--- src/rtl/ram_arbiter_rr.sv ---
// ram_arbiter_rr: shares one single-address-bus RAM between two requesters.
// Port A and port B request accesses with req_x and hold them until gnt_x.
// The winner is chosen round-robin, or fixed A-first when the macro
// RAM_ARB_FIXED_PRIO_EN is defined.
//
// Ports:
//   clk, reset_p              clock and synchronous active-high reset
//   req_x, wr_rd_x            request and direction (1 = write)
//   addr_x, wdata_x           request address and write data
//   gnt_x                     one-cycle pulse while the command is at the RAM
//   rvalid_x, rdata_x         read-data pulse and hold register
//   busy                      high while an access is in flight
//   ram_wr_rd, ram_addr,
//   ram_i_data                registered RAM command
//   ram_o_data                registered RAM read data

module ram_arbiter_rr #(
    parameter int AW = 10,
    parameter int DW = 8
) (
    input  logic          clk,
    input  logic          reset_p,
    input  logic          req_a,
    input  logic          req_b,
    input  logic          wr_rd_a,
    input  logic          wr_rd_b,
    input  logic [AW-1:0] addr_a,
    input  logic [AW-1:0] addr_b,
    input  logic [DW-1:0] wdata_a,
    input  logic [DW-1:0] wdata_b,
    output logic          gnt_a,
    output logic          gnt_b,
    output logic          rvalid_a,
    output logic          rvalid_b,
    output logic [DW-1:0] rdata_a,
    output logic [DW-1:0] rdata_b,
    output logic          busy,
    output logic          ram_wr_rd,
    output logic [AW-1:0] ram_addr,
    output logic [DW-1:0] ram_i_data,
    input  logic [DW-1:0] ram_o_data
);

    typedef enum logic [1:0] {
        ST_IDLE,
        ST_ISSUE,
        ST_RDATA
    } state_t;

    state_t        r_state;
    state_t        w_state_nxt;
    logic          w_grant;
    logic          w_win_b;
    logic          w_req_any;

    logic          r_prio_b;
    logic          r_owner_b;
    logic          r_gnt_a;
    logic          r_gnt_b;
    logic          r_rvalid_a;
    logic          r_rvalid_b;
    logic [DW-1:0] r_rdata_a;
    logic [DW-1:0] r_rdata_b;
    logic          r_ram_wr_rd;
    logic [AW-1:0] r_ram_addr;
    logic [DW-1:0] r_ram_i_data;

    assign w_req_any = req_a | req_b;

    // B wins when it is the only requester, or when both request and the
    // pointer names B. In the fixed build the pointer never leaves A.
    assign w_win_b = req_b & (~req_a | r_prio_b);

    always_ff @(posedge clk) begin
        if (reset_p) begin
            r_state <= ST_IDLE;
        end else begin
            r_state <= w_state_nxt;
        end
    end

    always_comb begin
        w_state_nxt = r_state;
        w_grant     = 1'b0;
        case (r_state)
            ST_IDLE: begin
                if (w_req_any) begin
                    w_grant     = 1'b1;
                    w_state_nxt = ST_ISSUE;
                end
            end
            // r_ram_wr_rd still holds the direction of the issued command.
            ST_ISSUE: w_state_nxt = r_ram_wr_rd ? ST_IDLE : ST_RDATA;
            ST_RDATA: w_state_nxt = ST_IDLE;
            default:  w_state_nxt = ST_IDLE;
        endcase
    end

    always_ff @(posedge clk) begin
        if (reset_p) begin
            r_prio_b     <= 1'b0;
            r_owner_b    <= 1'b0;
            r_gnt_a      <= 1'b0;
            r_gnt_b      <= 1'b0;
            r_rvalid_a   <= 1'b0;
            r_rvalid_b   <= 1'b0;
            r_rdata_a    <= '0;
            r_rdata_b    <= '0;
            r_ram_wr_rd  <= 1'b0;
            r_ram_addr   <= '0;
            r_ram_i_data <= '0;
        end else begin
            // Pulses and the write strobe default low; only a grant raises
            // them, so the RAM is never written outside an ISSUE cycle.
            r_gnt_a     <= 1'b0;
            r_gnt_b     <= 1'b0;
            r_rvalid_a  <= 1'b0;
            r_rvalid_b  <= 1'b0;
            r_ram_wr_rd <= 1'b0;
            case (r_state)
                ST_IDLE: begin
                    if (w_grant) begin
                        r_gnt_a      <= ~w_win_b;
                        r_gnt_b      <= w_win_b;
                        r_owner_b    <= w_win_b;
                        r_ram_wr_rd  <= w_win_b ? wr_rd_b : wr_rd_a;
                        r_ram_addr   <= w_win_b ? addr_b : addr_a;
                        r_ram_i_data <= w_win_b ? wdata_b : wdata_a;
`ifdef RAM_ARB_FIXED_PRIO_EN
                        r_prio_b     <= 1'b0;
`else
                        // Pointer moves to the port that lost this round.
                        r_prio_b     <= ~w_win_b;
`endif
                    end
                end
                ST_RDATA: begin
                    if (r_owner_b) begin
                        r_rdata_b  <= ram_o_data;
                        r_rvalid_b <= 1'b1;
                    end else begin
                        r_rdata_a  <= ram_o_data;
                        r_rvalid_a <= 1'b1;
                    end
                end
                default: ;
            endcase
        end
    end

    assign gnt_a      = r_gnt_a;
    assign gnt_b      = r_gnt_b;
    assign rvalid_a   = r_rvalid_a;
    assign rvalid_b   = r_rvalid_b;
    assign rdata_a    = r_rdata_a;
    assign rdata_b    = r_rdata_b;
    assign busy       = (r_state != ST_IDLE);
    assign ram_wr_rd  = r_ram_wr_rd;
    assign ram_addr   = r_ram_addr;
    assign ram_i_data = r_ram_i_data;

endmodule

--- config.mk ---
export PLATFORM = sky130hd
export DESIGN_NAME = ram_arbiter_rr
export DESIGN_NICKNAME = d
export VERILOG_FILES = /design/src/rtl/ram_arbiter_rr.sv
export SDC_FILE = /design/constraint.sdc
export NUM_CORES = 1
export LEC_CHECK = 0
export CORE_MARGIN = 2
export CORE_UTILIZATION = 39
export DETAILED_ROUTE_END_ITERATION = 10
export PLACE_DENSITY = 0.89
export SLEW_MARGIN = 0
export SYNTH_ARGS = -nofsm -noshare
export SYNTH_HDL_FRONTEND = slang
export SYNTH_SLANG_ARGS = --single-unit
--- constraint.sdc ---
create_clock -name clk -period 1.6 [get_ports clk]
set_clock_uncertainty 0.15 [all_clocks]
set_input_delay 0.24 -clock clk [delete_from_list [all_inputs] [get_ports clk]]
set_output_delay 0.24 -clock clk [all_outputs]
set_load 0.01 [all_outputs]
==> qor.txt, run 1 <==
Status -> finished, final reports clean
Worst-Margin Slew -> 648 ps
Worst setup EP type -> primary output
Peak supply drop -> 0.000692 V
CP cell instances -> clkdlybuf4s50_1
Initial antenna violation count -> 0
Reg2Reg Setup Slack -> 190 ps
RR Endpoint -> rdata_a[3]
FF+latch count, synth -> 43
Die width -> 70.2 microns
Largest net degree at the start of global routing -> 25
Post-Syn Area -> 1710 sq um
Crit path largest cell delay -> 540 ps
Grt ovf -> 0
DP Wirelength -> 3700 microns
Post-layout power -> 2.40 mW
Post-route ant nets -> 0
Critical-path top delay cell -> clkdlybuf4s50_1
Power density over cell area -> 836 nW/um^2
Final min period -> 1570 ps
Tcrit/Tclk final -> 98.1%
Filler cells -> 365
Remaining DRCs -> 0
Die area -> 4930 sq um
Slew margin rel. -> 56.7%
Wire per inst -> 15.7 microns
Clock Path Buffers -> 2
Initial Util -> 39.8%
Final-report max-slew violation count -> 0
Final TNS setup -> 0 ps
Net count after synthesis -> 240
Leakage -> 1.41 nW
Register area -> 861 sq um
Post CTS Setup Buffer Count -> 0
Bufs and invs on worst path -> 1
Final WS setup -> 30.6 ps
I/O Buffers -> 89
Family with the most delay on the worst path -> buffers and inverters
Commonest non-fill, non-tap cell in the layout -> clkdlybuf4s50_1
Vias in the first global route -> 1802
Reg clk slew, reported paths -> 80 ps
Synth cell types -> 22
Most frequent cells in the layout -> clkdlybuf4s50_1 (68), dfxtp_1 (43), nand3_1 (20), o21ai_0 (20), dlymetal6s2s_1 (20)
Placed cells -> 328
GRT Total Usage -> 21.4%
Worst Hold Endpoint -> r_state[1]
Endpoints failing hold -> 0
H-tree Lvls -> 2
Worst-path maximum fanout -> 2
Worst hold slack -> 303 ps
Post-synthesis sequential area ratio -> 50.3%
HP Class -> reg2reg
RSZ-0062 raised after global routing -> no
First-pass GRT wire length -> 8450 microns
Cell Rows -> 24
Via Count -> 1816
CP Data Required Time -> 1210 ps
Layout area overhead -> 68.3%
Crit path launch type -> flop
Final setup viols -> 0
Hold depth -> 1
MaxCap Viol Count -> 0
Die Ht -> 70.2 microns
Via density -> 5.40
Worst EP arrival -> 1180 ps
Reg2reg start -> r_state[1]
I/O Pins -> 90
1st-iter DRT viols -> 122
CP Class -> reg2out
Worst slack at placement -> -474 ps
Cells after synthesis -> 190
Fraction of layout cells with a size suffix above 1 -> 10.2%
Diode count -> 0
Drt pass-1 iters -> 4
TritonCTS clock tree -> built
FF-to-FF path depth -> 5
Synthesized area per cell -> 9.00 sq um
Ys Warns -> 0
CORE AREA -> 4290 sq um
Clk_lat worst skew -> 290 ps
Total CTS buffers -> 5
Post-Route WL -> 5270 microns
Root Buffer -> clkbuf_8
# clock sinks -> 43
Final net count -> 333
Max Clk Rate -> 637 MHz
Area of the multi-input gates -> 778 sq um
Fin cells -> 336
Worst hold start -> ram_wr_rd
Routability cong. -> 0.746
CTS Hold Bufs -> 0
[cell type report]
type | count | area share (%)
tap | 52 | 2.26
inverter | 1 | 0.130
multi-input combinational | 127 | 27.0
timing repair buffer | 105 | 37.7
sequential | 43 | 29.9
clock buffer | 6 | 2.52
clock inverter | 2 | 0.435
[state kept, by name (all words and copies together), names as in the netlist]
register / cells
ram_wr_rd: 1
ram_addr: 10
rdata_b: 8
r_owner_b: 1
gnt_a: 1
ram_i_data: 8
r_prio_b: 1
rvalid_a: 1
rdata_a: 8
gnt_b: 1
r_state: 2
rvalid_b: 1
[synthesized netlist by cell type (all sizes together)]
cell type  instances  area, sq um
nor2b              1         6.26
a21oi              1         5.00
nor3b              3         33.8
nand2              2         7.51
nand4             18          113
nor2              21         78.8
o21ai             20          100
nand3             20          100
inv                1         3.75
dfxtp             43          861
o22ai              1         6.26
nor4b              1         8.76
a31oi             18          113
nand3b             1         7.51
clkbuf            14         52.6
nor3               1         5.00
nand2b             1         6.26
mux2i             16          160
a21bo              1         10.0
buf                5         25.0
a211oi             1         7.51
[per-stage QoR]
step	area, sq um	util [%]
2_1_floorplan	1710	-
3_3_place_gp	2740	63.8
3_5_place_dp	2740	63.8
4_1_cts	2830	65.8
5_1_grt	2880	67.0
6_report	2880	67.0
[per-layer routing]
metal / part of all wire [%] / global-route usage [%] / up-vias
met3: 7.4 / 5.63 / 11
met2: 48 / 34.8 / 84
met5: 0 / 0 / -
met1: 42 / 26.6 / 835
met4: 2.2 / 9.19 / 0
li1: - / - / 886
[logic make-up (layout without fill, tap and decap cells)]
family,count (synthesis),count (layout),share of synthesized area [%]
AO/OA/AOI/OAI,42,42,14.1
buffers and inverters,20,114,4.75
flip-flops,43,43,50.3
multiplexers,16,16,9.36
AND/OR/NAND/NOR,69,69,21.4
[power by group]
part | internal, mW | total, mW | switching, mW
combinational | 0.311 | 0.561 | 0.250
sequential | 1.13 | 1.17 | 0.0331
clock | 0.305 | 0.675 | 0.370
[worst max path at each step]
stage | startpoint | end | cells past startpoint
2_1_floorplan | req_b | ram_addr[9] | 5
3_3_place_gp | req_a | ram_i_data[2] | 4
3_5_place_dp | req_a | ram_addr[3] | 4
4_1_cts | r_state[1] | busy | 3
5_1_grt | ram_addr[0] | ram_addr[0] | 1
6_report | ram_addr[7] | ram_addr[7] | 1
[timing repair]
item,4_1_cts,5_1_grt
gates resized for setup,2,22
cloned,0,0
endpoints found under the setup margin,20,21
(Power assumes the default switching activity.)
==> inputs of run 2 (changes only) <==
--- a/config.mk
+++ b/config.mk
@@ -5,10 +5,12 @@
 export SDC_FILE = /design/constraint.sdc
 export NUM_CORES = 1
 export LEC_CHECK = 0
+export CAP_MARGIN = 20
 export CORE_MARGIN = 2
 export CORE_UTILIZATION = 39
 export DETAILED_ROUTE_END_ITERATION = 10
 export PLACE_DENSITY = 0.89
+export SKIP_LAST_GASP = 1
 export SLEW_MARGIN = 0
 export SYNTH_ARGS = -nofsm -noshare
 export SYNTH_HDL_FRONTEND = slang
==> run 2 against run 1 <==
Effect of this change:
- critical path depth grew 2
- fmax shrank 0.75%
- critical path type unchanged
- first-iteration DRC count stayed put
- global-route usage unchanged
- setup slack got worse by 12 ps
- power hardly changed
- worst hold slack better by 3.0 ps
- register-to-register slack lost 40 ps
- combinational power hardly changed
- final cell count unchanged
- routed wire length hardly changed
==> qor.txt, run 2 (synthesis gave the netlist of run 1 again) <==
CORE AREA -> 4290 sq um
Max Clk Rate -> 632 MHz
Vias in the first global route -> 1802
Die width -> 70.2 microns
Commonest non-fill, non-tap cell in the layout -> clkdlybuf4s50_1
MaxCap Viol Count -> 0
GRT Total Usage -> 21.4%
Remaining DRCs -> 0
Drt pass-1 iters -> 4
Worst slack at placement -> -474 ps
Clk_lat worst skew -> 290 ps
Worst-Margin Slew -> 649 ps
CTS Hold Bufs -> 0
Total CTS buffers -> 5
Final net count -> 333
RSZ-0062 raised after global routing -> yes
Post-Route WL -> 5270 microns
CP Class -> reg2out
Final WS setup -> 18.8 ps
Tcrit/Tclk final -> 98.8%
Worst EP arrival -> 1190 ps
Worst-path maximum fanout -> 6
Area of the multi-input gates -> 776 sq um
Routability cong. -> 0.746
Via density -> 5.41
CP Data Required Time -> 1210 ps
Post-route ant nets -> 0
Leakage -> 1.41 nW
Layout area overhead -> 68.1%
Filler cells -> 366
Initial antenna violation count -> 0
Via Count -> 1819
HP Class -> reg2reg
I/O Pins -> 90
First-pass GRT wire length -> 8450 microns
I/O Buffers -> 89
Grt ovf -> 0
Die Ht -> 70.2 microns
Status -> finished, final reports clean
Root Buffer -> clkbuf_8
Die area -> 4930 sq um
H-tree Lvls -> 2
Fraction of layout cells with a size suffix above 1 -> 9.86%
Register area -> 861 sq um
Final min period -> 1580 ps
1st-iter DRT viols -> 122
Endpoints failing hold -> 0
Largest net degree at the start of global routing -> 25
Initial Util -> 39.8%
TritonCTS clock tree -> built
Final-report max-slew violation count -> 0
Worst setup EP type -> primary output
Cell Rows -> 24
Clock Path Buffers -> 2
Largest register FFs -> 10
Crit path launch type -> flop
DP Wirelength -> 3700 microns
Power density over cell area -> 837 nW/um^2
Most frequent cells in the layout -> clkdlybuf4s50_1 (68), dfxtp_1 (43)
Diode count -> 0
Reg clk slew, reported paths -> 80 ps
Fin cells -> 336
Placed cells -> 328
Final setup viols -> 0
Slew margin rel. -> 56.7%
# clock sinks -> 43
Peak supply drop -> 0.000695 V
Wire per inst -> 15.7 microns
run 2: cell counts in the layout (fill, tap and decap cells not counted):
Identical to the previous run, type by type.
run 2: worst paths after layout:
| kind | slack [ps] | startpoint | depth (start not counted) | to |
|---|---|---|---|---|
| max | 20 | r_state[1] | 3 | busy |
| max reg2reg | 150 | r_state[1] | 5 | gnt_a |
| min reg2reg | 310 | ram_wr_rd | 1 | r_state[1] |
| min | 310 | ram_wr_rd | 1 | r_state[1] |
run 2: metal layers:
| metal | GRT usage, % | vias to the layer above | wire length, microns |
|---|---|---|---|
| met5 | 0 | - | 0 |
| met4 | 9.19 | 0 | 116 |
| met3 | 5.63 | 11 | 388 |
| met2 | 34.8 | 90 | 2550 |
| met1 | 26.6 | 832 | 2220 |
| li1 | - | 886 | - |
run 2: layout make-up:
cell class / instances / share of cell area (%)
repair buffers: 105 / 37.7
flip-flops and latches: 43 / 29.9
multi-input cells: 127 / 27.0
clock buffers: 6 / 2.52
well taps: 52 / 2.26
clock inverters: 2 / 0.435
inverters: 1 / 0.131
run 2: stage by stage:
| step | util (%) | hold WS (ps) | cell area, sq um | total power [mW] | setup TNS (ps) |
|---|---|---|---|---|---|
| detailed placement | 63.8 | 295 | 2740 | 1.76 | -8380 |
| floorplan | - | 234 | 1710 | 1.42 | 0 |
| CTS | 65.8 | 307 | 2830 | 2.41 | 0 |
| global route | 67.0 | 332 | 2880 | 2.51 | -24.0 |
| finish | 67.0 | 306 | 2880 | 2.41 | 0 |
| global placement | 63.8 | 293 | 2740 | 1.74 | -7510 |
run 2: critical path, stage by stage (launching register included):
cell,delay (ps)
dfxtp_1,320
nor2_1,190
inv_2,90
dlygate4sd2_1,290
run 2: what timing repair did:
item                                   CTS  global route
buffers inserted                         0             0
setup endpoints to repair               20            21
endpoints found under the hold margin    0             0
resized for setup                        2            21
run 2: power breakdown:
| group | switching, mW | leakage [nW] | internal, mW | total, mW |
|---|---|---|---|---|
| combinational | 0.250 | 1.01 | 0.311 | 0.561 |
| sequential | 0.0325 | 0.351 | 1.13 | 1.17 |
| clock | 0.372 | 0.0412 | 0.305 | 0.677 |
| total | 0.655 | 1.41 | 1.75 | 2.41 |
==> inputs of run 3 (changes only) <==
--- a/config.mk
+++ b/config.mk
@@ -5,10 +5,11 @@
 export SDC_FILE = /design/constraint.sdc
 export NUM_CORES = 1
 export LEC_CHECK = 0
-export CAP_MARGIN = 20
+export CAP_MARGIN = 10
 export CORE_MARGIN = 2
 export CORE_UTILIZATION = 39
 export DETAILED_ROUTE_END_ITERATION = 10
+export MAX_ROUTING_LAYER = met4
 export PLACE_DENSITY = 0.89
 export SKIP_LAST_GASP = 1
 export SLEW_MARGIN = 0
==> run 3 against run 2 <==
Effect of this change:
- flip-flop and latch count is the same
- critical path type unchanged
- setup slack is essentially flat
- cell area is the same
- first-iteration DRC count shrank 1.6%
- critical endpoint unchanged
- power is essentially flat
- largest power group unchanged
- clock power is essentially flat
- worst hold slack is essentially flat
==> qor.txt, run 3 (synthesis gave the netlist of run 1 again) <==
Die area -> 4930 sq um
CP Data Required Time -> 1210 ps
Largest net degree at the start of global routing -> 25
Filler cells -> 366
MaxCap Viol Count -> 0
Power density over cell area -> 836 nW/um^2
Routability cong. -> 0.756
Post CTS Setup Buffer Count -> 0
GRT Total Usage -> 21.9%
Status -> finished, final reports clean
Post-route ant nets -> 0
Cell Rows -> 24
Final net count -> 333
H-tree Lvls -> 2
Die width -> 70.2 microns
Worst-path maximum fanout -> 6
Via Count -> 1817
Final min period -> 1580 ps
Largest register FFs -> 10
Peak supply drop -> 0.000695 V
DP Wirelength -> 3700 microns
Setup crit start -> r_state[1]
1st-iter DRT viols -> 120
Wire per inst -> 15.7 microns
First-pass GRT wire length -> 8440 microns
Clock Path Buffers -> 2
Worst hold slack -> 306 ps
Max Clk Rate -> 633 MHz
Final-report max-slew violation count -> 0
Post-Route WL -> 5280 microns
Diode count -> 0
Commonest non-fill, non-tap cell in the layout -> clkdlybuf4s50_1
Clk_lat worst skew -> 290 ps
Crit path launch type -> flop
Root Buffer -> clkbuf_8
I/O Pins -> 90
Most frequent cells in the layout -> clkdlybuf4s50_1 (68), dfxtp_1 (43)
Die Ht -> 70.2 microns
Worst-Margin Slew -> 657 ps
Leakage -> 1.41 nW
Final setup viols -> 0
CP Class -> reg2out
Worst setup EP type -> primary output
Layout area overhead -> 68.1%
Drt pass-1 iters -> 4
TritonCTS clock tree -> built
Via density -> 5.41
# clock sinks -> 43
Initial antenna violation count -> 0
Fraction of layout cells with a size suffix above 1 -> 9.86%
Remaining DRCs -> 0
HP Class -> reg2reg
Slew margin rel. -> 56.2%
Worst hold start -> ram_wr_rd
Reg clk slew, reported paths -> 80 ps
RSZ-0062 raised after global routing -> yes
CTS Hold Bufs -> 0
Final TNS setup -> 0 ps
Reg2reg start -> r_state[1]
Vias in the first global route -> 1805
I/O Buffers -> 89
CORE AREA -> 4290 sq um
Initial Util -> 39.8%
Worst EP arrival -> 1190 ps
Total CTS buffers -> 5
Tcrit/Tclk final -> 98.8%
Endpoints failing hold -> 0
Grt ovf -> 0
==> run 3: cell counts in the layout (fill, tap and decap cells not counted) <==
Identical to the previous run, type by type.
==> run 3: cell type report <==
type,instances,area (sq um),area share [%]
Tap cell,52,65.1,2.26
Multi-Input combinational cell,127,776,27.0
Timing Repair Buffer,105,1080,37.7
Clock buffer,6,72.6,2.52
Inverter,1,3.75,0.131
Sequential cell,43,861,29.9
Clock inverter,2,12.5,0.435
==> run 3: what timing repair did <==
| item | in CTS | in global routing |
|---|---|---|
| endpoints found under the setup margin | 20 | 21 |
| gates resized for setup | 2 | 21 |
| cloned | 0 | 0 |
==> run 3: where the power goes <==
part	leakage [nW]	internal [mW]	switching [mW]	total, mW
Sequential	0.351	1.13	0.0327	1.17
Clock	0.0412	0.305	0.371	0.676
Combinational	1.01	0.311	0.250	0.561
==> run 3: through the flow <==
stage | instance area, sq um | instances | total power, mW | util, % | setup WS, ps
after global routing | 2880 | 336 | 2.51 | 67.0 | -22.8
after floorplan | 1710 | 190 | 1.42 | - | 231
after CTS | 2830 | 336 | 2.41 | 65.8 | 1.63
final | 2880 | 336 | 2.40 | 67.0 | 19.0
after global placement | 2740 | 328 | 1.74 | 63.8 | -411
after detailed placement | 2740 | 328 | 1.76 | 63.8 | -474
==> run 3: worst paths after layout <==
path | to | cells after the start | slack (ps)
hold / removal | r_state[1] | 1 | 310
setup / recovery | busy | 3 | 20
setup reg to reg | gnt_a | 5 | 150
hold reg to reg | r_state[1] | 1 | 310
==> run 3: worst max-delay path, cell delays in order (launching register included) <==
cell	delay (ps)
dfxtp_1	320
nor2_1	190
inv_2	90
dlygate4sd2_1	290
==> run 3: per-layer routing <==
layer | track usage [%] | vias up | wire length (microns)
met4 | 9.40 | 0 | 122
met1 | 26.6 | 827 | 2230
met3 | 5.34 | 11 | 388
met5 | - | - | 0
li1 | - | 886 | -
met2 | 34.7 | 93 | 2550
